$ cat src/rtl/mat_stream_loader.sv
`default_nettype none
// ============================================================================
//  Module      : mat_stream_loader
//  Description : Collects a row-major stream of 32-bit elements into a packed
//                M x N matrix. Elements come in on a valid/ready handshake and
//                the matrix goes out on a second one. There is a single buffer,
//                so a finished matrix is held until the consumer takes it.
//  Revision    : 1.0 - initial release
// ============================================================================
module mat_stream_loader #(
   parameter int M = 2,
   parameter int N = 3
) (
   input  logic                       clk,
   input  logic                       rst_n,
   input  logic [31:0]                in_data,
   input  logic                       in_valid,
   input  logic                       in_last,
   output logic                       in_ready,
   output logic [M-1:0][N-1:0][31:0]  out_mat,
   output logic                       out_valid,
   input  logic                       out_ready,
   output logic                       err_frame
);

   // Counters keep at least one bit so that M=1 or N=1 still elaborate.
   localparam int c_row_w = (M > 1) ? $clog2(M) : 1;
   localparam int c_col_w = (N > 1) ? $clog2(N) : 1;
   localparam logic [c_row_w-1:0] c_row_last = c_row_w'(M - 1);
   localparam logic [c_col_w-1:0] c_col_last = c_col_w'(N - 1);

   typedef enum logic [0:0] {
      ST_LOAD = 1'b0,
      ST_FULL = 1'b1
   } state_t;

   state_t                      r_state;
   state_t                      w_state_nxt;
   logic [c_row_w-1:0]          r_row;
   logic [c_row_w-1:0]          w_row_nxt;
   logic [c_col_w-1:0]          r_col;
   logic [c_col_w-1:0]          w_col_nxt;
   logic [M-1:0][N-1:0][31:0]   r_mat;
   logic                        r_in_ready;
   logic                        r_out_valid;
   logic                        r_err;
   logic                        w_err_nxt;
   logic                        w_accept;
   logic                        w_at_end;

   // An element is only taken while the registered ready is high, so the
   // cycle straight after reset release never accepts.
   assign w_accept = in_valid && r_in_ready;
   assign w_at_end = (r_row == c_row_last) && (r_col == c_col_last);

   // Next-state, position and framing-error decode.
   always_comb begin
      w_state_nxt = r_state;
      w_row_nxt   = r_row;
      w_col_nxt   = r_col;
      w_err_nxt   = 1'b0;
      case (r_state)
         ST_LOAD: begin
            if (w_accept) begin
               if (w_at_end) begin
                  // Matrix completes even without in_last; flag the mismatch.
                  w_state_nxt = ST_FULL;
                  w_row_nxt   = '0;
                  w_col_nxt   = '0;
                  w_err_nxt   = !in_last;
               end else if (in_last) begin
                  // Early last: abandon the partial frame, stale cells remain.
                  w_row_nxt   = '0;
                  w_col_nxt   = '0;
                  w_err_nxt   = 1'b1;
               end else if (r_col == c_col_last) begin
                  w_col_nxt   = '0;
                  w_row_nxt   = r_row + c_row_w'(1);
               end else begin
                  w_col_nxt   = r_col + c_col_w'(1);
               end
            end
         end
         ST_FULL: begin
            if (r_out_valid && out_ready) begin
               w_state_nxt = ST_LOAD;
            end
         end
         default: begin
            w_state_nxt = ST_LOAD;
         end
      endcase
   end

   // State, counters and registered handshake/error outputs.
   always_ff @(posedge clk or negedge rst_n) begin
      if (!rst_n) begin
         r_state     <= ST_LOAD;
         r_row       <= '0;
         r_col       <= '0;
         r_in_ready  <= 1'b0;
         r_out_valid <= 1'b0;
         r_err       <= 1'b0;
      end else begin
         r_state     <= w_state_nxt;
         r_row       <= w_row_nxt;
         r_col       <= w_col_nxt;
         r_in_ready  <= (w_state_nxt == ST_LOAD);
         r_out_valid <= (w_state_nxt == ST_FULL);
         r_err       <= w_err_nxt;
      end
   end

   // Matrix storage: written one cell per accepted element, otherwise held.
   always_ff @(posedge clk or negedge rst_n) begin
      if (!rst_n) begin
         r_mat <= '0;
      end else if (w_accept) begin
         r_mat[r_row][r_col] <= in_data;
      end
   end

   assign in_ready  = r_in_ready;
   assign out_valid = r_out_valid;
   assign out_mat   = r_mat;
   assign err_frame = r_err;

endmodule
`default_nettype wire

$ cat config.mk
export PLATFORM = sky130hd
export DESIGN_NAME = mat_stream_loader
export DESIGN_NICKNAME = d
export VERILOG_FILES = /design/src/rtl/mat_stream_loader.sv
export SDC_FILE = /design/constraint.sdc
export NUM_CORES = 1
export LEC_CHECK = 0
export ABC_AREA = 1
export CAP_MARGIN = 20
export CORE_MARGIN = 2
export CORE_UTILIZATION = 50
export CTS_CLUSTER_SIZE = 30
export DETAILED_ROUTE_END_ITERATION = 10
export GPL_TIMING_DRIVEN = 0
export PLACE_DENSITY = 0.8
export SYNTH_ARGS = -nofsm -noshare
export SYNTH_HDL_FRONTEND = slang
export SYNTH_SLANG_ARGS = --single-unit
$ cat constraint.sdc
create_clock -name clk -period 1.9 [get_ports clk]
set_input_delay 0.475 -clock clk [delete_from_list [all_inputs] [get_ports clk]]
set_output_delay 0.475 -clock clk [all_outputs]
set_load 0.005 [all_outputs]
Yosys cells after proc, flatten, opt, wreduce, memory -nomap -nowiden
Cells that the tools add are included.
- bits in registers: 198
- bits of input ports: 37
- output and inout port bits: 195
- word-level logic and storage cells: 48
- $add $sub $neg: 2
- magnitude comparators: 4
- equality and inequality tests: 1
- multiplexer cells: 19
- bitwise logic cells: 2
- reduce and logical (&&, ||, !) cells: 9
- operators by type and width (kind ; count):
    192-bit bitwise mux ; 1
    96-bit demux with 1-bit select ; 1
    96-bit two-way mux ; 1
    32-bit demux with 2-bit select ; 1
    32-bit two-way mux ; 1
    1-bit two-way mux ; 10
    2-bit two-way mux ; 3
    1-bit logical AND ; 5
    2-bit by 3-bit < comparator with 1-bit output, second input constant ; 1
    3-bit AND reduction ; 1
    3-bit nonzero test ; 1
    2-bit by 1-bit adder with 2-bit output, second input constant ; 1
    2-bit == test, second input constant ; 1
    2-bit by 1-bit >= comparator with 1-bit output, second input constant ; 1
    1-bit by 2-bit < comparator with 1-bit output, second input constant ; 1
    1-bit NOT ; 2
    1-bit one-hot mux with 2 select lines ; 1
    2-bit AND reduction ; 1
    1-bit adder, second input constant ; 1
    1-bit >= comparator, second input constant ; 1
    1-bit logical NOT ; 1

Depth between registers and ports, before layout
- depth after elaboration: 7
- depth in mapped cells: 9
- depth with buffers taken out: 9

Worst setup path after synthesis
No wires, ideal clock.
- kind: flip-flop to flip-flop
- from: register r_col[0]
- to: register r_mat (netlist bit out_mat[100])
- library setup time: 0.117 ns
- arrival: 1.171 ns
- data required time: 1.783 ns
- slack: 0.612 ns
- stages on the path, launching flop included: 6
- path buffers: 1
- clock period less this slack: 1.288 ns
- cells stage by stage: dfrtp_1 -> nor2_1 -> nand2_1 -> clkbuf_1 -> nand2_1 -> nand2_1
- longest elaborated chain between the ends: 7
- ends and longest elaborated chain (what ; RTL line ; RTL):
    start, declared ; 41 ; logic [c_col_w-1:0] r_col;
    start signal, assigned ; 107 ; r_col <= w_col_nxt;
    2-bit by 3-bit < comparator with 1-bit output (implied by the code) / 2-bit by 1-bit >= comparator with 1-bit output (equally long branches) ; 119 ; r_mat[r_row][r_col] <= in_data;
    1-bit logical AND (implied by the code) ; 119 ;
    32-bit two-way mux (implied by the code) ; 119 ;
    32-bit demux with 2-bit select (*) ; 119 ;
    96-bit two-way mux (implied by the code) (*) ; 119 ;
    96-bit demux with 1-bit select (*) ; 119 ;
    192-bit bitwise mux (*) ; 119 ;
    end signal, assigned by index ; 119 ;
    end, declared ; 43 ; logic [M-1:0][N-1:0][31:0] r_mat;
Mark *: on every way between the ends. The rest lies on a longest branch, timed or not.
A chain may end at the register's enable or synchronous reset.

Worst setup path in the final report
- from: register r_in_ready (netlist: in_ready)
- to: output port in_ready
- RTL lines (what ; RTL line ; RTL):
    start, declared ; 44 ; logic r_in_ready;
    start signal, assigned ; 108 ; r_in_ready <= (w_state_nxt == ST_LOAD);
    end, declared ; 19 ; output logic in_ready,
No word-level cell between the ends.

==> flow_summary.json <==
{
  "grt_pass1_vias": 6807,
  "startpoint_type": "flop",
  "finalWorstSetupSlack_ns": 0.05214,
  "dr.max_layer_used": "met4",
  "maxCapViolCount": 0,
  "gp_congestion": 0.8718,
  "cp-end-kind": "primary output",
  "whs_ns": 0.02928,
  "slowest_stage": "clkdlybuf4s50_1",
  "hold_path_class": "in -> async",
  "core_area_um2": 15090,
  "insertion_delay_ns": 0.42,
  "start_util_pct": 50.75,
  "syn2layout_area_growth_pct": 41.73,
  "cts_resized": 0,
  "seqCellArea_um2": 4955,
  "nets": 1156,
  "netlist_area_um2": 7659,
  "ios": 232,
  "maxSlewViolCount": 0,
  "htreeDepth": 4,
  "wl_per_cell_um": 17.59,
  "routed_wirelength_mm": 23.19,
  "postRouteAntennaNets": 0,
  "fmax_ghz": 0.5412,
  "cts_buffer_depth": 2,
  "drc_errors": 0,
  "clock_skew_ns": 0.005941,
  "fillers": 1141,
  "crit_buf_inv": 1,
  "cts_sinks": 198,
  "avgSynthCellArea_um2": 8.833,
  "pre_cts_slack_ns": -0.2480,
  "fp.dieW_um": 127.8,
  "ctsHoldBuffers": 0,
  "crit_required_ns": 1.42,
  "p_leak_nw": 5.542,
  "fin_crit_ns": 1.848,
  "worst_pin_slew_ns": 0.6720,
  "vias": 6886,
  "tritoncts": "built",
  "dp_hpwl_mm": 16.21,
  "final_core_util_pct": 71.93,
  "antenna_found_initial": 0,
  "io_buffers": 231,
  "ys_ff_latch": 198,
  "wl_met2_mm": 10.90,
  "drt-pass1-iter-count": 5,
  "viasPerCell": 5.225,
  "track_usage_pct": 29.46,
  "drt_iter0_markers": 500,
  "grt_overflow_total": 0,
  "yosysSeqAreaShare_pct": 64.70,
  "die_h_um": 127.8,
  "die_area_um2": 16320,
  "clk_pin_slew_worst_paths_ns": 0.06,
  "worst-endpoint-arrival_ns": 1.37,
  "ir_drop_v": 0.0007988,
  "route.met3.wl_mm": 1.737,
  "fp-row-count": 45,
  "n_antenna_cell": 0,
  "multi_input_area_um2": 2461,
  "numCtsBuffers": 17,
  "postCtsSetupBuffers": 0,
  "drive_above_1_share_pct": 6.195,
  "finalHoldViolCount": 0,
  "post-route-period-util_pct": 97.26,
  "synthCells": 867,
  "path_delay_family": "buffers and inverters",
  "crit_type": "reg -> out",
  "cp_cell_sequence": "clkdlybuf4s50_1",
  "slew_headroom_pct": 55.20,
  "cts-root-buf": "clkbuf_16",
  "synth.distinct_cells": 15,
  "setup_viol": 0,
  "run_status": "finished, final reports clean",
  "critPathMaxStageDelay_ns": 0.54,
  "grt_max_degree": 113,
  "powerDensity_nw_per_um2": 1665,
  "met1_length_mm": 9.742,
  "yosysWarningCount": 0,
  "cp_max_fo": 4,
  "syn-num-nets": 905,
  "grt_pass1_wl_mm": 36.80,
  "rsz0062_at_grt": "false"
}
==> final cells by class <==
type | count | share of cell area (%)
plain buffers | 46 | 1.914
clock buffers | 24 | 4.807
clock inverters | 7 | 0.8415
inverters | 10 | 0.3458
multi-input cells | 613 | 22.67
flip-flops and latches | 198 | 45.65
well taps | 188 | 2.167
repair buffers | 232 | 21.60
==> final timing paths <==
| kind | startpoint | endpoint | slack [ns] | cells after the start |
|---|---|---|---|---|
| max | in_ready | in_ready | 0.05 | 1 |
| min | rst_n | out_mat[170] | 0.03 | 1 |
| max reg2reg | r_col[0] | out_mat[115] | 0.26 | 5 |
| min reg2reg | out_mat[88] | out_mat[88] | 0.47 | 2 |
| max in group asynchronous | rst_n | out_mat[91] | 0.92 | 2 |
| min in group clk | out_mat[88] | out_mat[88] | 0.47 | 2 |
==> kinds of logic after synthesis <==
group	share of synthesized area, %
flip-flops	64.70
adder cells (fa/ha/maj)	0.1633
buffers and inverters	3.202
AND/OR/NAND/NOR	31.74
AO/OA/AOI/OAI	0.1960
==> layer usage <==
layer	global-route usage, %	vias up
met1	38.70	3369
met3	7.429	52
met4	13.19	0
met5	0	-
met2	46.74	283
li1	-	3182
==> power by group <==
group	internal [W]	leakage [nW]	total [W]	switching, W
clock	0.00218	0.304	0.00369	0.00151
combinational	0.00407	2.74	0.00714	0.00308
sequential	0.00613	2.50	0.00724	0.00112
total	0.0124	5.54	0.0181	0.00570
==> sequential cells by signal, indices dropped and copies added, names as in the netlist <==
name / cells
out_mat: 192
r_col: 2
err_frame: 1
in_ready: 1
out_valid: 1
r_row: 1
==> through the flow <==
stage               area [µm²]  total power [W]  TNS [ns]  instances
finish                   10850          0.01807         0       1318
global route             10850          0.01916         0       1318
CTS                      10850          0.01815         0       1318
detailed placement       10240          0.01442    -27.69       1287
global placement         10210          0.01417  -1569.98       1286
floorplan                 7659         0.009413         0        867
==> cells in the mapped netlist <==
master / n / area share [%]
nand2_1: 499 / 24
dfrtp_1: 198 / 65
nand3_1: 99 / 6.5
buf_2: 25 / 1.6
clkbuf_1: 20 / 0.98
nor2_1: 6 / 0.29
inv_1: 5 / 0.25
inv_2: 5 / 0.25
nor2_2: 3 / 0.25
o21ai_0: 2 / 0.13
a21oi_1: 1 / 0.065
buf_4: 1 / 0.098
ha_1: 1 / 0.16
nand3_2: 1 / 0.13
nor2_4: 1 / 0.15
==> cells in the final DEF, fill, tap and decap left out, types with 5 or more instances in the layout <==
| cell type | instances |
|---|---|
| inv_1 | 5 |
| inv_2 | 5 |
| dfrtp_1 | 198 |
| clkbuf_16 | 17 |
| buf_2 | 25 |
| nor2_1 | 5 |
| nand3_1 | 99 |
| nand2_1 | 499 |
| clkbuf_8 | 7 |
| clkdlybuf4s50_1 | 230 |
| clkbuf_1 | 20 |
Power figures use the tool's default switching activity.
